===== config.mk =====
export PLATFORM = sky130hd
export DESIGN_NAME = coin_acceptor
export DESIGN_NICKNAME = d
export VERILOG_FILES = /design/src/rtl/vend_pkg.sv /design/src/rtl/coin_debounce.sv /design/src/rtl/coin_acceptor.sv
export SDC_FILE = /design/constraint.sdc
export NUM_CORES = 1
export LEC_CHECK = 0
export BUFFER_PORTS_ARGS = -buffer_cell sky130_fd_sc_hd__buf_2
export CELL_PAD_IN_SITES_DETAIL_PLACEMENT = 0
export CELL_PAD_IN_SITES_GLOBAL_PLACEMENT = 1
export CORE_AREA = 2 2 66 68
export DETAILED_ROUTE_END_ITERATION = 7
export DIE_AREA = 0 0 68 70
export PLACE_DENSITY = 0.75
export SLEW_MARGIN = 20
export SYNTH_ARGS = -nofsm -noshare
export SYNTH_HDL_FRONTEND = slang
export SYNTH_SLANG_ARGS = --single-unit

===== constraint.sdc =====
create_clock -name clk -period 3.91 [get_ports clk]
set_input_delay 1.173 -clock clk [delete_from_list [all_inputs] [get_ports clk]]
set_output_delay 1.173 -clock clk [all_outputs]
set_load 0.005 [all_outputs]

===== src/rtl/vend_pkg.sv =====
`default_nettype none
// ============================================================================
// Module  : vend_pkg
// Purpose : Definitions shared between the coin acceptor and the vending FSM:
//           coin code constants, the coin acceptor measurement-state encoding
//           and a helper that maps a buffered coin kind bit onto a coin code.
// Ports   : none (package)
// Rev     : 1.0  initial release
// ============================================================================
package vend_pkg;

  localparam logic [1:0] COIN_NONE = 2'b00;
  localparam logic [1:0] COIN_5    = 2'b01;
  localparam logic [1:0] COIN_10   = 2'b10;

  typedef enum logic [1:0] {
    ST_IDLE     = 2'd0,
    ST_MEAS     = 2'd1,
    ST_CHECK    = 2'd2,
    ST_REJ_WAIT = 2'd3
  } meas_state_t;

  // Buffered coins are stored as one bit: 0 = Rs.5, 1 = Rs.10.
  function automatic logic [1:0] kind_to_code(input logic kind);
    return kind ? COIN_10 : COIN_5;
  endfunction

endpackage
`default_nettype wire


===== src/rtl/coin_debounce.sv =====
`default_nettype none
// ============================================================================
// Module  : coin_debounce
// Purpose : Two-flop synchroniser followed by a debouncer for one coin sensor.
//           The debounced level only follows the synchronised input after it
//           has differed from the current level for DEB_CYCLES consecutive
//           samples, so short glitches never reach the measurement logic.
// Ports   : clk   in  system clock
//           rst   in  asynchronous active-low reset
//           raw   in  asynchronous sensor line
//           level out debounced sensor level
// Rev     : 1.0  initial release
// ============================================================================
module coin_debounce #(
  parameter int DEB_CYCLES = 4
) (
  input  logic clk,
  input  logic rst,
  input  logic raw,
  output logic level
);

  localparam int CNT_W = $clog2(DEB_CYCLES + 1);

  logic             sync1;
  logic             sync2;
  logic [CNT_W-1:0] stable_cnt;

  always_ff @(posedge clk or negedge rst) begin
    if (!rst) begin
      sync1      <= 1'b0;
      sync2      <= 1'b0;
      level      <= 1'b0;
      stable_cnt <= '0;
    end else begin
      sync1 <= raw;
      sync2 <= sync1;
      // Any sample that agrees with the current level restarts the run.
      if (sync2 == level) begin
        stable_cnt <= '0;
      end else if (stable_cnt == CNT_W'(DEB_CYCLES - 1)) begin
        level      <= sync2;
        stable_cnt <= '0;
      end else begin
        stable_cnt <= stable_cnt + 1'b1;
      end
    end
  end

endmodule
`default_nettype wire


===== src/rtl/coin_acceptor.sv =====
`default_nettype none
// ============================================================================
// Module  : coin_acceptor
// Purpose : Vending machine coin front end. Debounces both coin sensors,
//           measures each coin pulse, rejects short / jammed / double-sensor
//           coins, buffers accepted coins and issues them to the vending FSM
//           as one-cycle coin codes separated by GAP_CYCLES idle cycles.
// Ports   : clk         in   system clock
//           rst         in   asynchronous active-low reset
//           coin5_raw   in   Rs.5 sensor (async)
//           coin10_raw  in   Rs.10 sensor (async)
//           accept_en   in   vending FSM may take a coin this cycle
//           coin_code   out  00 none, 01 Rs.5, 10 Rs.10 (registered)
//           reject      out  one-cycle coin-returned pulse (registered)
//           fifo_full   out  buffer holds FIFO_DEPTH coins
//           coin_count  out  coins currently buffered
// Rev     : 1.0  initial release
// ============================================================================
module coin_acceptor
  import vend_pkg::*;
#(
  parameter int DEB_CYCLES = 4,
  parameter int MIN_PULSE  = 8,
  parameter int MAX_PULSE  = 64,
  parameter int FIFO_DEPTH = 4,   // power of two, at least 2
  parameter int GAP_CYCLES = 2
) (
  input  logic                          clk,
  input  logic                          rst,
  input  logic                          coin5_raw,
  input  logic                          coin10_raw,
  input  logic                          accept_en,
  output logic [1:0]                    coin_code,
  output logic                          reject,
  output logic                          fifo_full,
  output logic [$clog2(FIFO_DEPTH):0]   coin_count
);

  localparam int CNT_W = $clog2(MAX_PULSE) + 1;
  localparam int PTR_W = $clog2(FIFO_DEPTH);
  localparam int GAP_W = $clog2(GAP_CYCLES + 2);

  logic s5;
  logic s10;

  coin_debounce #(.DEB_CYCLES(DEB_CYCLES)) u_deb5 (
    .clk   (clk),
    .rst   (rst),
    .raw   (coin5_raw),
    .level (s5)
  );

  coin_debounce #(.DEB_CYCLES(DEB_CYCLES)) u_deb10 (
    .clk   (clk),
    .rst   (rst),
    .raw   (coin10_raw),
    .level (s10)
  );

  meas_state_t       state;
  logic              kind;        // 0 = Rs.5, 1 = Rs.10
  logic [CNT_W-1:0]  pulse_cnt;

  logic [FIFO_DEPTH-1:0] fifo_mem;
  logic [PTR_W-1:0]      wr_ptr;
  logic [PTR_W-1:0]      rd_ptr;
  logic [PTR_W:0]        count;
  logic [GAP_W-1:0]      gap_cnt;

  logic pop;
  logic push;
  logic my_sensor;
  logic other_sensor;

  assign my_sensor    = kind ? s10 : s5;
  assign other_sensor = kind ? s5  : s10;

  assign pop  = accept_en && (count != '0) && (gap_cnt == '0);
  // A full buffer still takes the coin if an entry leaves in the same cycle.
  assign push = (state == ST_CHECK) && (pulse_cnt >= CNT_W'(MIN_PULSE)) &&
                ((count != (PTR_W+1)'(FIFO_DEPTH)) || pop);

  assign fifo_full  = (count == (PTR_W+1)'(FIFO_DEPTH));
  assign coin_count = count;

  // Measurement FSM with registered reject output.
  always_ff @(posedge clk or negedge rst) begin
    if (!rst) begin
      state     <= ST_IDLE;
      kind      <= 1'b0;
      pulse_cnt <= '0;
      reject    <= 1'b0;
    end else begin
      reject <= 1'b0;
      case (state)
        ST_IDLE: begin
          if (s5 && s10) begin
            state  <= ST_REJ_WAIT;
            reject <= 1'b1;
          end else if (s5 || s10) begin
            state     <= ST_MEAS;
            kind      <= s10;
            pulse_cnt <= CNT_W'(1);
          end
        end
        ST_MEAS: begin
          if (other_sensor) begin
            state  <= ST_REJ_WAIT;
            reject <= 1'b1;
          end else if (my_sensor) begin
            if (pulse_cnt >= CNT_W'(MAX_PULSE - 1)) begin
              // Jammed coin: counter parks at MAX_PULSE, never wraps.
              pulse_cnt <= CNT_W'(MAX_PULSE);
              state     <= ST_REJ_WAIT;
              reject    <= 1'b1;
            end else begin
              pulse_cnt <= pulse_cnt + 1'b1;
            end
          end else begin
            state <= ST_CHECK;
          end
        end
        ST_CHECK: begin
          reject <= !push;
          state  <= ST_IDLE;
        end
        ST_REJ_WAIT: begin
          if (!s5 && !s10) begin
            state <= ST_IDLE;
          end
        end
        default: state <= ST_IDLE;
      endcase
    end
  end

  // Coin buffer and issue path.
  always_ff @(posedge clk or negedge rst) begin
    if (!rst) begin
      fifo_mem  <= '0;
      wr_ptr    <= '0;
      rd_ptr    <= '0;
      count     <= '0;
      gap_cnt   <= '0;
      coin_code <= COIN_NONE;
    end else begin
      if (push) begin
        fifo_mem[wr_ptr] <= kind;
        wr_ptr           <= wr_ptr + 1'b1;
      end
      if (pop) begin
        rd_ptr    <= rd_ptr + 1'b1;
        coin_code <= kind_to_code(fifo_mem[rd_ptr]);
        gap_cnt   <= GAP_W'(GAP_CYCLES);
      end else begin
        coin_code <= COIN_NONE;
        if (gap_cnt != '0) begin
          gap_cnt <= gap_cnt - 1'b1;
        end
      end
      case ({push, pop})
        2'b10:   count <= count + 1'b1;
        2'b01:   count <= count - 1'b1;
        default: count <= count;
      endcase
    end
  end

endmodule
`default_nettype wire


; Word-level counts from Yosys, hierarchy flattened
; Cells that the tools add are included.
[op_classes]
eq_ne = 18
add_sub_neg = 8
n_mux = 34
n_reduce_logical = 24
n_lt_le_gt_ge = 5
n_bitwise = 3
[ops]
columns = operator, count
row1 = $mux 7, 5
row2 = $mux 2, 10
row3 = $pmux 7 s2, 1
row4 = $mux 3, 4
row5 = $ne 2x2->1 const B, 5
row6 = $add 3x1->3 const B, 3
row7 = $mux 1, 8
row8 = $pmux 2 s4, 1
row9 = $reduce_bool 2->1, 4
row10 = $add 7x1->7 const B, 1
row11 = $ge 7x4->1 const B, 1
row12 = $ge 7x6->1 const B, 1
row13 = $logic_and 1x1->1, 7
row14 = $eq 2x2->1 const B, 3
row15 = $eq 3x2->1 const B, 2
row16 = $lt 2x3->1 const B, 2
row17 = $ne 3x3->1 const B, 2
row18 = $pmux 3 s2, 1
row19 = $reduce_and 3->1, 2
row20 = $reduce_and 5->1, 1
row21 = $add 2x1->2 const B, 2
row22 = $bwmux 4, 1
row23 = $eq 2x1->1 const B, 2
row24 = $logic_not 2->1, 2
row25 = 14 further kinds, 21
[totals]
in_bits = 5
wordCells = 110
output_inout_bits = 7
register_bits = 38

; Logic depth before layout (Yosys ltp)
[logic_depth]
ltp_word = 7
depth_mapped = 11
mapped_depth_nobuf = 11

; Cells and area by module
; From an unflattened synthesis, not the netlist that was laid out.
[unflattened]
hier_cells = 177
area_unflattened_um2 = 1956.9
[modules_own_cells]
columns = module, cells_per_inst, seq_area_each_um2, area_each_um2, n_inst
row1 = coin_acceptor, 151, 650.6, 1524.0, 1
row2 = coin_debounce, 13, 150.1, 216.5, 2

; Least setup slack after synthesis
; Ideal clock, no wire load.
[synth_timing]
path_type = input -> register
start = input port accept_en
end = register count[2], in the netlist coin_count[2]
n_path_buf = 0
setup_slack_ns = 1.233
setup_time_ns = 0.079
t_arrival_ns = 2.598
t_required_ns = 3.831
cell_stages = 9
path_cell_list = o31ai_1 -> or2_2 -> inv_1 -> ha_1 -> inv_1 -> fa_1 -> xor2_1 -> nor2_1 -> xor2_1
[synth_via]
elab_chain_len = 6
elab_cells_between_ends = 8
cone_classes = 2 x eq/ne / 1 x mux / 5 x reduce/logical
[synth_lines]
columns = item, line
row1 = from (decl), coin_acceptor.sv:32  ; input logic accept_en,
row2 = $logic_and 1x1->1 (*) (2 in series), coin_acceptor.sv:78  ; assign pop = accept_en && (count != '0) && (gap_cnt == '0);
row3 = via pop, coin_acceptor.sv:70  ; logic pop;
row4 = $logic_or 1x1->1, coin_acceptor.sv:81  ; ((count != (PTR_W+1)'(FIFO_DEPTH)) || pop);
row5 = $logic_and 1x1->1, coin_acceptor.sv:80  ; assign push = (state == ST_CHECK) && (pulse_cnt >= CNT_W'(MIN_PULSE)) &&
row6 = $eq 2x1->1 or $eq 2x2->1 (tied branches), coin_acceptor.sv:161  ; case ({push, pop})
row7 = $pmux 3 s2 or $reduce_bool 2->1 (tied branches), --
row8 = to (signal assigned), coin_acceptor.sv:162  ; 2'b10: count <= count + 1'b1;
row9 = to (signal assigned), coin_acceptor.sv:163  ; 2'b01: count <= count - 1'b1;
row10 = to (signal assigned), coin_acceptor.sv:164  ; default: count <= count;
row11 = to (decl), coin_acceptor.sv:67  ; logic [PTR_W:0] count;
; Mark *: on every way through the listed nets, which the timed path passes. The rest lies on a longest branch.
; A chain may end at the register's enable or synchronous reset.

; Final worst setup path
; Same ends and word-level chain as after synthesis.

==> results.toml <==
[sta]
setup_tns_ns = 0
setup_violations = 0
min_period_ns = 2.598
skew_ns = 0.004447
fmax_mhz = 384.9
finalMaxSlewViolations = 0
slew_headroom = 0.4642
worstMarginPinSlew_ns = 0.8036
hold_viol = 0
grt_setup_unrepaired = "no"
period_share = 0.6644

[yosys]
ys_seq_area_frac = 0.5033
synth_xor_area_frac = 0.03709
synth.most_common_cell = "dfrtp_1"
synthSimpleGateAreaFrac = 0.1490
synth_edf_count = 0
yosysTopAreaCell = "dfrtp_1"
synthMuxAreaShare = 0.04106
synth_area_leaders = "dfrtp_1, ha_1, nand2_1"
synth_top_area_share = 0.5033
synthTopCellsByCount = "dfrtp_1, nand2_1, inv_1"
synth_cell_type_count = 44
synth_nets = 193
synth-compound-area-share = 0.1325
syn_area_um2 = 1889
synth_top_family_by_area = "simple AND/OR/NAND/NOR gates"
synth_area_per_cell_um2 = 10.86
ys.flop_type = "dfrtp_1"
ys.warnings.count = 0
synthCells = 174
synth.ff_latch_count = 38
synthArstFlopShare = 1.000
synthAdderAreaFrac = 0.09669

[layout]
fillCellCount = 400
nets = 208
syn2layout_area_growth_pct = 11.26
antenna_cells = 0
fin_util = 0.5072
drive_gt1_frac = 0.1534

[clocking]
cts_resized = 0
clock_sinks = 38
clk_latency_ns = 0.29
ctsHoldBuffers = 0
cts_setup_buffers = 0
numCtsBuffers = 5
htreeDepth = 2
cts.path.max_buffers = 2
ctsRootBufferMaster = "clkbuf_8"
clk_pin_slew_worst_paths_ns = 0.07
cts_tree = "yes"

[floorplanning]
die_y_um = 70
start_util = 0.4559
io_pins = 12
die_x_um = 68
die_area_um2 = 4760
core_area_um2 = 4144
rows = 24

[power_and_ir_drop]
peakVddDrop_mv = 0.2849
finalPower_mw = 1.477
power_leakage_nw = 0.9610
p_per_area_nw_per_um2 = 702.7

[critical_path]
crit_path_start_kind = "input pin"
rr_worst_depth = 9
crit_fanout = 3
worstPathRequired_ns = 4.12
rr_startpoint = "pulse_cnt[4]"
worstReg2RegEnd = "coin_count[2]"
cp.arrival_ns = 2.81
endpoint = "coin_count[2]"
slowest_stage = "fa_1"
worstSetupPathType = "input pin to register"
worstSetupEndpointType = "register"
r2r_slack_ns = 1.52
crit_start = "accept_en"
path_cells = "buf_2 > o31ai_1 > or2_2 > inv_1 > ha_1 > inv_1 > fa_1 > xor2_1 > nor2_1 > xor2_1"
max_stage_delay_ns = 0.37

[grt]
grt.overflow.total = 0
grt_pass1_wl_um = 5720
antenna_found_initial = 0
grt_pass1_vias = 1317
grt_max_degree = 39
grt_usage = 0.1610

[drt]
drt_iter0_drc = 57
drc = 0
drt-wirelength-per-cell_um = 13.32
via_per_inst = 5.498
first_pass_iters = 4
drt.antenna.violating_nets = 0
vias = 1325
drt_wl_total_um = 3211

[run_status]
status = "finished clean"

[place]
gp_congestion = 0.7941
port-buffer-count = 11
hpwl_um = 2389

[run]
maxCapViolCount = 0

[worst_hold_path]
hp-class = "register to register"
## critical path, delay by kind of cell
family / cells / cell delay, ns
fa+ha+maj: 2 / 0.56
buf+inv: 3 / 0.26
simple gates: 2 / 0.44
xor+xnor: 2 / 0.31
compound gates: 1 / 0.09
## report_power, final
| part | internal, mW | switching [mW] |
|---|---|---|
| combinational | 0.239 | 0.276 |
| clock | 0.204 | 0.128 |
| sequential | 0.503 | 0.127 |
## area by class of cell
class | count | area, µm² | share of cell area
clock buffers | 6 | 82.58 | 0.03929
flip-flops and latches | 38 | 950.9 | 0.4524
well taps | 52 | 65.06 | 0.03095
inverters | 15 | 56.30 | 0.02679
multi-input cells | 118 | 862.1 | 0.4101
clock inverters | 1 | 30.03 | 0.01429
repair buffers | 11 | 55.05 | 0.02619
## per-stage QoR
step	setup WS (ns)	cell area, µm²	hold WS, ns	std cells
after detailed placement	1.011	1989	0.3389	234
after floorplan	1.233	1889	0.3312	174
after global routing	1.163	2102	0.3595	241
after global placement	1.085	1989	0.3342	234
after CTS	1.319	2102	0.3555	241
final	1.312	2102	0.3528	241
## flip-flops by register name, summed over array words and instances, names as in the netlist, 2 cells and up
register,count
coin_code,2
pulse_cnt,7
state,2
u_deb5.stable_cnt,3
fifo_mem,4
gap_cnt,2
wr_ptr,2
rd_ptr,2
u_deb10.stable_cnt,3
coin_count,3
## worst min path at each step
stage / startpoint / to / slack, ns / depth (start not counted)
6_report: u_deb10.sync1 / u_deb10.sync2 / 0.35 / 0
5_1_grt: u_deb10.sync1 / u_deb10.sync2 / 0.36 / 0
4_1_cts: u_deb10.sync1 / u_deb10.sync2 / 0.36 / 0
3_5_place_dp: u_deb10.sync1 / u_deb10.sync2 / 0.34 / 0
3_3_place_gp: u_deb10.sync1 / u_deb10.sync2 / 0.33 / 0
2_1_floorplan: u_deb10.sync1 / u_deb10.sync2 / 0.33 / 0
## cell usage in the layout, fill, tap and decap left out, types with 6 or more instances in the layout
cell type / n
dfrtp_1: 38
nand2_1: 18
inv_1: 15
ha_1: 13
nor2_1: 11
buf_2: 11
o21ai_0: 8
a21oi_1: 7
xnor2_1: 6
clkbuf_8: 6
## per-layer routing
| metal | GRT usage | part of all wire |
|---|---|---|
| met3 | 0.05636 | 0.060 |
| met1 | 0.1977 | 0.43 |
| met2 | 0.2513 | 0.48 |
| met5 | 0 | 0 |
| met4 | 0.07111 | 0.024 |
## logic make-up after synthesis
kind of cell               Yosys count
buffers and inverters               18
AOI/OAI and AO/OA                   36
muxes                                6
adders and majority gates           14
DFF                                 38
and+or+nand+nor                     54
xor gates and xnor gates             8
No activity file was read; power rests on OpenSTA's default activity.
